File: src/rtl/crc_pkg.sv
`default_nettype none
// ============================================================================
// Module      : crc_pkg
// Description : Shared constants, state encodings and helpers for crc_stream.
// Revision    : 1.0 - initial release
// ============================================================================
package crc_pkg;

  localparam bit CRC_MODE_GEN   = 1'b0;
  localparam bit CRC_MODE_CHECK = 1'b1;

  typedef logic [0:0] gen_state_t;
  localparam gen_state_t GEN_PAYLOAD = 1'b0;
  localparam gen_state_t GEN_APPEND  = 1'b1;

  typedef logic [0:0] chk_state_t;
  localparam chk_state_t CHK_FILL   = 1'b0;
  localparam chk_state_t CHK_STREAM = 1'b1;

  function automatic logic [7:0] bitrev8(input logic [7:0] b);
    logic [7:0] r;
    for (int i = 0; i < 8; i++) r[i] = b[7-i];
    return r;
  endfunction

endpackage
`default_nettype wire

File: src/rtl/crc_byte_step.sv
`default_nettype none
// ============================================================================
// Module      : crc_byte_step
// Description : Combinational one-byte CRC update, MSB-first, normal polynomial.
// Revision    : 1.0 - initial release
// ============================================================================
module crc_byte_step #(
  parameter int               CRC_W = 8,
  parameter logic [CRC_W-1:0] POLY  = 'h07
) (
  input  logic [CRC_W-1:0] crc_in,
  input  logic [7:0]       data_in,
  output logic [CRC_W-1:0] crc_next
);

  logic [CRC_W-1:0] c_v;

  always_comb begin
    c_v = crc_in;
    for (int i = 0; i < 8; i++) begin
      if (c_v[CRC_W-1] ^ data_in[7-i]) c_v = {c_v[CRC_W-2:0], 1'b0} ^ POLY;
      else                             c_v = {c_v[CRC_W-2:0], 1'b0};
    end
    crc_next = c_v;
  end

endmodule
`default_nettype wire

File: src/rtl/crc_stream.sv
`default_nettype none
// ============================================================================
// Module      : crc_stream
// Description : Byte-stream CRC engine; GEN appends the CRC, CHECK strips and
//               verifies it. Valid/ready on both sides, single output stage.
// Revision    : 1.0 - initial release
// ============================================================================
module crc_stream
  import crc_pkg::*;
#(
  parameter int               CRC_W   = 8,
  parameter logic [CRC_W-1:0] POLY    = 'h07,
  parameter logic [CRC_W-1:0] INIT    = '0,
  parameter logic [CRC_W-1:0] XOR_OUT = '0,
  parameter bit               REFLECT = 1'b0,
  parameter bit               MODE    = CRC_MODE_GEN
) (
  input  logic             clk,
  input  logic             rst_n,
  input  logic             abort,
  input  logic             s_valid,
  output logic             s_ready,
  input  logic [7:0]       s_data,
  input  logic             s_last,
  output logic             m_valid,
  input  logic             m_ready,
  output logic [7:0]       m_data,
  output logic             m_last,
  output logic             chk_valid,
  output logic             chk_ok,
  output logic             chk_short,
  output logic [CRC_W-1:0] crc_out
);

  localparam int         CRC_BYTES = CRC_W / 8;
  localparam logic [2:0] LAST_IDX  = 3'(CRC_BYTES - 1);
  localparam logic [2:0] FILL_END  = 3'(CRC_BYTES);

  gen_state_t gen_state_q, gen_state_d;
  chk_state_t chk_state_q, chk_state_d;
  logic [CRC_W-1:0] crc_q, crc_d, crc_out_q, crc_out_d;
  logic [2:0]       cnt_q, cnt_d;
  logic [CRC_BYTES-1:0][7:0] dl_q, dl_d, dl_shift;
  logic             m_valid_q, m_valid_d, m_last_q, m_last_d;
  logic [7:0]       m_data_q, m_data_d;
  logic             chk_valid_q, chk_valid_d, chk_ok_q, chk_ok_d, chk_short_q, chk_short_d;
  logic             rdy_q, rdy_d;

  logic [7:0]       step_src, step_in;
  logic [CRC_W-1:0] crc_step, crc_final, recv;
  logic [2:0]       tx_idx;
  logic             out_free, in_append, s_fire;

  function automatic logic [CRC_W-1:0] bitrev_w(input logic [CRC_W-1:0] v);
    logic [CRC_W-1:0] r;
    for (int i = 0; i < CRC_W; i++) r[i] = v[CRC_W-1-i];
    return r;
  endfunction

  function automatic logic [7:0] pick_byte(input logic [CRC_W-1:0] v, input logic [2:0] k);
    logic [7:0] r;
    r = '0;
    for (int i = 0; i < CRC_BYTES; i++) if (3'(i) == k) r = v[8*i +: 8];
    return r;
  endfunction

  // CHECK feeds the byte leaving the delay line; GEN feeds the byte arriving
  assign step_src = (MODE == CRC_MODE_CHECK) ? dl_q[0] : s_data;
  assign step_in  = REFLECT ? bitrev8(step_src) : step_src;

  crc_byte_step #(
    .CRC_W (CRC_W),
    .POLY  (POLY)
  ) u_step (
    .crc_in   (crc_q),
    .data_in  (step_in),
    .crc_next (crc_step)
  );

  assign crc_final = (REFLECT ? bitrev_w(crc_step) : crc_step) ^ XOR_OUT;
  assign out_free  = !m_valid_q || m_ready;
  assign in_append = (MODE == CRC_MODE_GEN) && (gen_state_q == GEN_APPEND);
  assign s_ready   = rdy_q && out_free && !in_append;
  assign s_fire    = s_valid && s_ready;
  assign tx_idx    = REFLECT ? cnt_q : (LAST_IDX - cnt_q);

  // dl_shift[0] is the oldest byte; recv reassembles the trailer in wire order
  always_comb begin
    dl_shift = dl_q;
    for (int i = 0; i < CRC_BYTES - 1; i++) dl_shift[i] = dl_q[i+1];
    dl_shift[CRC_BYTES-1] = s_data;
    recv = '0;
    for (int i = 0; i < CRC_BYTES; i++) begin
      if (REFLECT) recv[8*i +: 8] = dl_shift[i];
      else         recv[8*(CRC_BYTES-1-i) +: 8] = dl_shift[i];
    end
  end

  always_comb begin
    gen_state_d = gen_state_q;
    chk_state_d = chk_state_q;
    crc_d       = crc_q;
    crc_out_d   = crc_out_q;
    cnt_d       = cnt_q;
    dl_d        = dl_q;
    m_valid_d   = m_valid_q;
    m_data_d    = m_data_q;
    m_last_d    = m_last_q;
    chk_valid_d = 1'b0;
    chk_ok_d    = chk_ok_q;
    chk_short_d = chk_short_q;
    rdy_d       = 1'b1;

    if (abort) begin
      gen_state_d = GEN_PAYLOAD;
      chk_state_d = CHK_FILL;
      crc_d       = INIT;
      cnt_d       = '0;
      m_valid_d   = 1'b0;
    end else begin
      if (out_free) m_valid_d = 1'b0;
      if (MODE == CRC_MODE_GEN) begin
        if (gen_state_q == GEN_APPEND) begin
          if (out_free) begin
            m_valid_d = 1'b1;
            m_data_d  = pick_byte(crc_out_q, tx_idx);
            m_last_d  = (cnt_q == LAST_IDX);
            cnt_d     = cnt_q + 3'd1;
            if (cnt_q == LAST_IDX) begin
              gen_state_d = GEN_PAYLOAD;
              cnt_d       = '0;
            end
          end
        end else if (s_fire) begin
          m_valid_d = 1'b1;
          m_data_d  = s_data;
          m_last_d  = 1'b0;
          if (s_last) begin
            gen_state_d = GEN_APPEND;
            cnt_d       = '0;
            crc_d       = INIT;
            crc_out_d   = crc_final;
          end else begin
            crc_d = crc_step;
          end
        end
      end else if (s_fire) begin
        dl_d = dl_shift;
        if (chk_state_q == CHK_FILL) begin
          if (s_last) begin
            chk_valid_d = 1'b1;
            chk_ok_d    = 1'b0;
            chk_short_d = 1'b1;
            cnt_d       = '0;
            crc_d       = INIT;
          end else begin
            cnt_d = cnt_q + 3'd1;
            if (cnt_q + 3'd1 == FILL_END) chk_state_d = CHK_STREAM;
          end
        end else begin
          m_valid_d = 1'b1;
          m_data_d  = dl_q[0];
          m_last_d  = s_last;
          if (s_last) begin
            chk_valid_d = 1'b1;
            chk_ok_d    = (recv == crc_final);
            chk_short_d = 1'b0;
            crc_out_d   = crc_final;
            crc_d       = INIT;
            cnt_d       = '0;
            chk_state_d = CHK_FILL;
          end else begin
            crc_d = crc_step;
          end
        end
      end
    end
  end

  always_ff @(posedge clk or negedge rst_n) begin
    if (!rst_n) begin
      gen_state_q <= GEN_PAYLOAD;
      chk_state_q <= CHK_FILL;
      crc_q       <= INIT;
      crc_out_q   <= '0;
      cnt_q       <= '0;
      dl_q        <= '0;
      m_valid_q   <= 1'b0;
      m_data_q    <= '0;
      m_last_q    <= 1'b0;
      chk_valid_q <= 1'b0;
      chk_ok_q    <= 1'b0;
      chk_short_q <= 1'b0;
      rdy_q       <= 1'b0;
    end else begin
      gen_state_q <= gen_state_d;
      chk_state_q <= chk_state_d;
      crc_q       <= crc_d;
      crc_out_q   <= crc_out_d;
      cnt_q       <= cnt_d;
      dl_q        <= dl_d;
      m_valid_q   <= m_valid_d;
      m_data_q    <= m_data_d;
      m_last_q    <= m_last_d;
      chk_valid_q <= chk_valid_d;
      chk_ok_q    <= chk_ok_d;
      chk_short_q <= chk_short_d;
      rdy_q       <= rdy_d;
    end
  end

  assign m_valid   = m_valid_q;
  assign m_data    = m_data_q;
  assign m_last    = m_last_q;
  assign chk_valid = (MODE == CRC_MODE_CHECK) && chk_valid_q;
  assign chk_ok    = chk_ok_q;
  assign chk_short = chk_short_q;
  assign crc_out   = crc_out_q;

endmodule
`default_nettype wire

File: config.mk
export PLATFORM = sky130hd
export DESIGN_NAME = crc_stream
export DESIGN_NICKNAME = d
export VERILOG_FILES = /design/src/rtl/crc_pkg.sv /design/src/rtl/crc_byte_step.sv /design/src/rtl/crc_stream.sv
export SDC_FILE = /design/constraint.sdc
export NUM_CORES = 1
export LEC_CHECK = 0
export ABC_AREA = 0
export CORE_UTILIZATION = 42
export CTS_CLUSTER_DIAMETER = 50
export CTS_CLUSTER_SIZE = 8
export DETAILED_ROUTE_END_ITERATION = 12
export DONT_BUFFER_PORTS = 1
export GPL_TIMING_DRIVEN = 0
export PLACE_DENSITY = 0.65
export SLEW_MARGIN = 30
export SYNTH_ARGS = -nofsm -noshare
export SYNTH_HDL_FRONTEND = slang
export SYNTH_SLANG_ARGS = --single-unit
export TNS_END_PERCENT = 5
File: constraint.sdc
create_clock -name clk -period 1.95 [get_ports clk]
set_input_delay 0.39 -clock clk [delete_from_list [all_inputs] [get_ports clk]]
set_output_delay 0.39 -clock clk [all_outputs]
set_load 0.02 [all_outputs]
==> flow_summary_export.csv <==
group,metric,value,unit
outcome,outcome,"finished, final reports clean",
synth,yosys-top-cells-count,"dfrtp_1, nor2_1, xnor2_1, a21oi_1, a31oi_1",
place,place_inst,212,
setup_path,r2r_setup_slack,0.02,ns
sta,final_max_slew_viol_count,0,
floorplanning,num_rows,22,
floorplanning,num_io_pins,36,
synth,dominantRegCellSynth,"dfrtp_1",
sta,period_needed,1.93,ns
setup_path,endpoint_kind,"flip-flop",
setup_path,critPathCapture,"crc_q[2]$_DFFE_PN0P_",
cells_and_area,n_antenna_cell,0,
floorplanning,start_util,44.5,%
sta,worst_slack,0.0183,ns
sta,tightest_slew,0.568,ns
clock_tree,cts_tree,"done",
setup_path,critPathLaunch,"crc_q[6]$_DFFE_PN0P_",
global_route,grt_max_degree,32,
setup_path,r2r_start,"crc_q[6]$_DFFE_PN0P_",
cells_and_area,final-instance-count-excl-fill,223,
synth,synth_top_cell_area_share,46.6,%
synth,synth-seq-cells,31,
setup_path,rr_worst_depth,5,
setup_path,crit_arrival,2.15,ns
clock_tree,cts_root_buf,"clkbuf_8",
sta,min_period_over_period,99.1,%
power,max-vdd-ir-drop,424,uV
synth,async_flop_share,100,%
flow_run,maxCapViolations,0,
route,drtIter0Drc,47,
route,ant_nets,0,
hold_path,hold_class,"in -> reg",
cells_and_area,final_util,51.2,%
sta,finalHoldViolations,0,
power,internal_power,1200,uW
clock_tree,cts_buffers,5,
global_route,track_usage,19.3,%
clock_tree,cts.sinks,31,
cells_and_area,area_growth,15.0,%
setup_path,cp-start-kind,"flip-flop",
sta,max_freq,0.518,GHz
synth,yosysMostFrequentCell,"dfrtp_1",
route,drc_errors,0,
synth,yosys.area.top_type,"dfrtp_1",
power,comb_power_share,19.3,%
place,hpwlAfterDp,2600,um
place,place_area,0.00173,mm^2
power,clkPwrFrac,26.3,%
power,power_leakage,0.000810,uW
route,via_count,1180,
synth,yosysWarnings,0,
global_route,grt-ovfl-total,0,
clock_tree,ctsLongestPathBuffers,2,
synth,syn_inst,162,
setup_path,slowest_delay,0.52,ns
floorplanning,die_w,65.0,um
power,p_sw_share,36.7,%
place,io_buffers,0,
global_route,antenna_found_initial,0,
sta,setup_viol,0,
route,firstDrtPassIters,4,
floorplanning,dieArea,0.00422,mm^2
synth,syn_area,0.00167,mm^2
setup_path,required,2.16,ns
place,place.gp.congestion,0.830,
cells_and_area,finish.net_count,192,
sta,relSlewSlack,61.9,%
floorplanning,core_area,0.00374,mm^2
global_route,grt_pass1_vias,1279,
cells_and_area,drive_gt1_share,19.4,%
setup_path,crit_type,"reg -> reg",
setup_path,critPathSlowestCell,"xor3_2",
global_route,grt_pass1_wl,5930,um
clock_tree,htreeDepth,2,
sta,fin_skew,0.00384,ns
route,wirelength,3410,um
synth,yosysSeqAreaShare,46.6,%
route,vias_per_cell,5.29,
synth,ys_top_cells_by_area,"dfrtp_1, xnor2_1, mux2_2",
sta,timing.hold.ws,0.282,ns
setup_path,rr_endpoint,"crc_q[2]$_DFFE_PN0P_",
power,p_switching,694,uW
power,power_density,987,mW/mm^2
clock_tree,clk_latency,0.30,ns
setup_path,path_cells,"xor2_4 -> xor3_2 -> xor2_1 -> or3b_1 -> a31oi_1",
synth,ys_types,33,
place,place_ws,-0.157,ns
sta,rsz0062_at_grt,"yes",
route,routedWlPerCell,15.3,um
setup_path,cp_max_fo,4,
clock_tree,clkTransAtPathRegs,0.06,ns
synth,avgSynthCellArea,10.3,um^2
synth,synth_edf_count,0,
power,pwr-share-seq,54.4,%
floorplanning,die_h,65.0,um
cells_and_area,final_area,0.00192,mm^2
==> worst min-delay path by stage <==
stage	startpoint	end	cells past startpoint
6_report	s_last	gen_state_q$_DFF_PN0_	2
5_1_grt	abort	cnt_q[1]$_DFFE_PN0P_	3
3_5_place_dp	rst_n	cnt_q[0]$_DFFE_PN0P_	0
3_3_place_gp	rst_n	cnt_q[2]$_DFFE_PN0P_	0
4_1_cts	s_last	gen_state_q$_DFF_PN0_	2
2_1_floorplan	rst_n	cnt_q[0]$_DFFE_PN0P_	0
==> sequential cells by signal, summed over array words and instances (netlist names) <==
register,count
crc_out,8
crc_q,8
m_data,8
cnt_q,3
gen_state_q,1
m_last,1
m_valid,1
rdy_q,1
==> critical path, delay by kind of cell, from the launching register on <==
| family | cells | cell delay (ns) |
|---|---|---|
| xor+xnor | 3 | 0.93 |
| compound gates | 1 | 0.14 |
| flops | 1 | 0.43 |
| simple gates | 1 | 0.35 |
==> kinds of logic (layout without fill, tap and decap cells) <==
group	after synthesis	in the layout	share of synthesized area, %
multiplexers	7	7	4.73
adder cells (fa/ha/maj)	4	4	3.01
XOR/XNOR	23	23	13.5
AO/OA/AOI/OAI	33	33	12.1
buffers and inverters	13	24	3.68
AND/OR/NAND/NOR	49	49	15.9
other	2	4	0.451
flip-flops	31	31	46.6
==> layout by cell type (no fill, tap or decap), types with 2 or more instances in the layout <==
cell	n
dfrtp_1	30
nor2_1	17
xnor2_1	15
a21oi_1	11
a31oi_1	10
nor2b_1	8
nand2_1	7
a22oi_1	7
mux2_2	7
xor2_1	6
clkbuf_8	5
inv_1	4
buf_4	4
ha_1	4
conb_1	4
clkbuf_1	3
o21ai_0	3
clkinv_2	3
nor3b_4	2
nor3_1	2
nor2_2	2
nand3_1	2
nand3b_1	2
buf_12	2
==> power groups by stage <==
stage / sequential, uW / combinational (uW) / clock, uW
global placement: 1040 / 319 / 0
CTS: 1030 / 361 / 504
global route: 1050 / 404 / 543
floorplan: 1000 / 286 / 0
detailed placement: 1040 / 332 / 0
finish: 1030 / 365 / 498
==> layer usage <==
layer | vias up | global-route usage (%) | part of all wire (%) | wire length (um)
li1 | 575 | - | - | -
met1 | 570 | 21.7 | 41 | 1400
met2 | 28 | 32.2 | 50 | 1700
met3 | 7 | 7.75 | 6.6 | 224
met4 | 0 | 7.78 | 2.6 | 89
met5 | - | 0 | 0 | 0
==> through the flow <==
| stage | TNS (ns) | power [uW] |
|---|---|---|
| floorplan | 0 | 1290 |
| global placement | -0.927 | 1360 |
| detailed placement | -1.02 | 1380 |
| CTS | -0.00512 | 1900 |
| global route | -0.178 | 1990 |
| finish | 0 | 1890 |
==> layout make-up <==
| cell class | count | area [um^2] |
|---|---|---|
| inverters | 4 | 15.0 |
| flip-flops and latches | 31 | 777 |
| clock inverters | 3 | 15.0 |
| well taps | 48 | 60.1 |
| plain buffers | 9 | 53.8 |
| multi-input cells | 120 | 876 |
| clock buffers | 5 | 68.8 |
| fillers | 350 | 1830 |
| repair buffers | 3 | 50.0 |
==> timing repair <==
item | in CTS | in global routing
endpoints found under the setup margin | 9 | 12
pin swaps | 2 | 1
buffers inserted | 0 | 1
hold buffers | 2 | 0
gates resized for setup | 8 | 6
hold endpoints to repair | 31 | 0
Note: power is estimated with default switching activity, not from simulation.
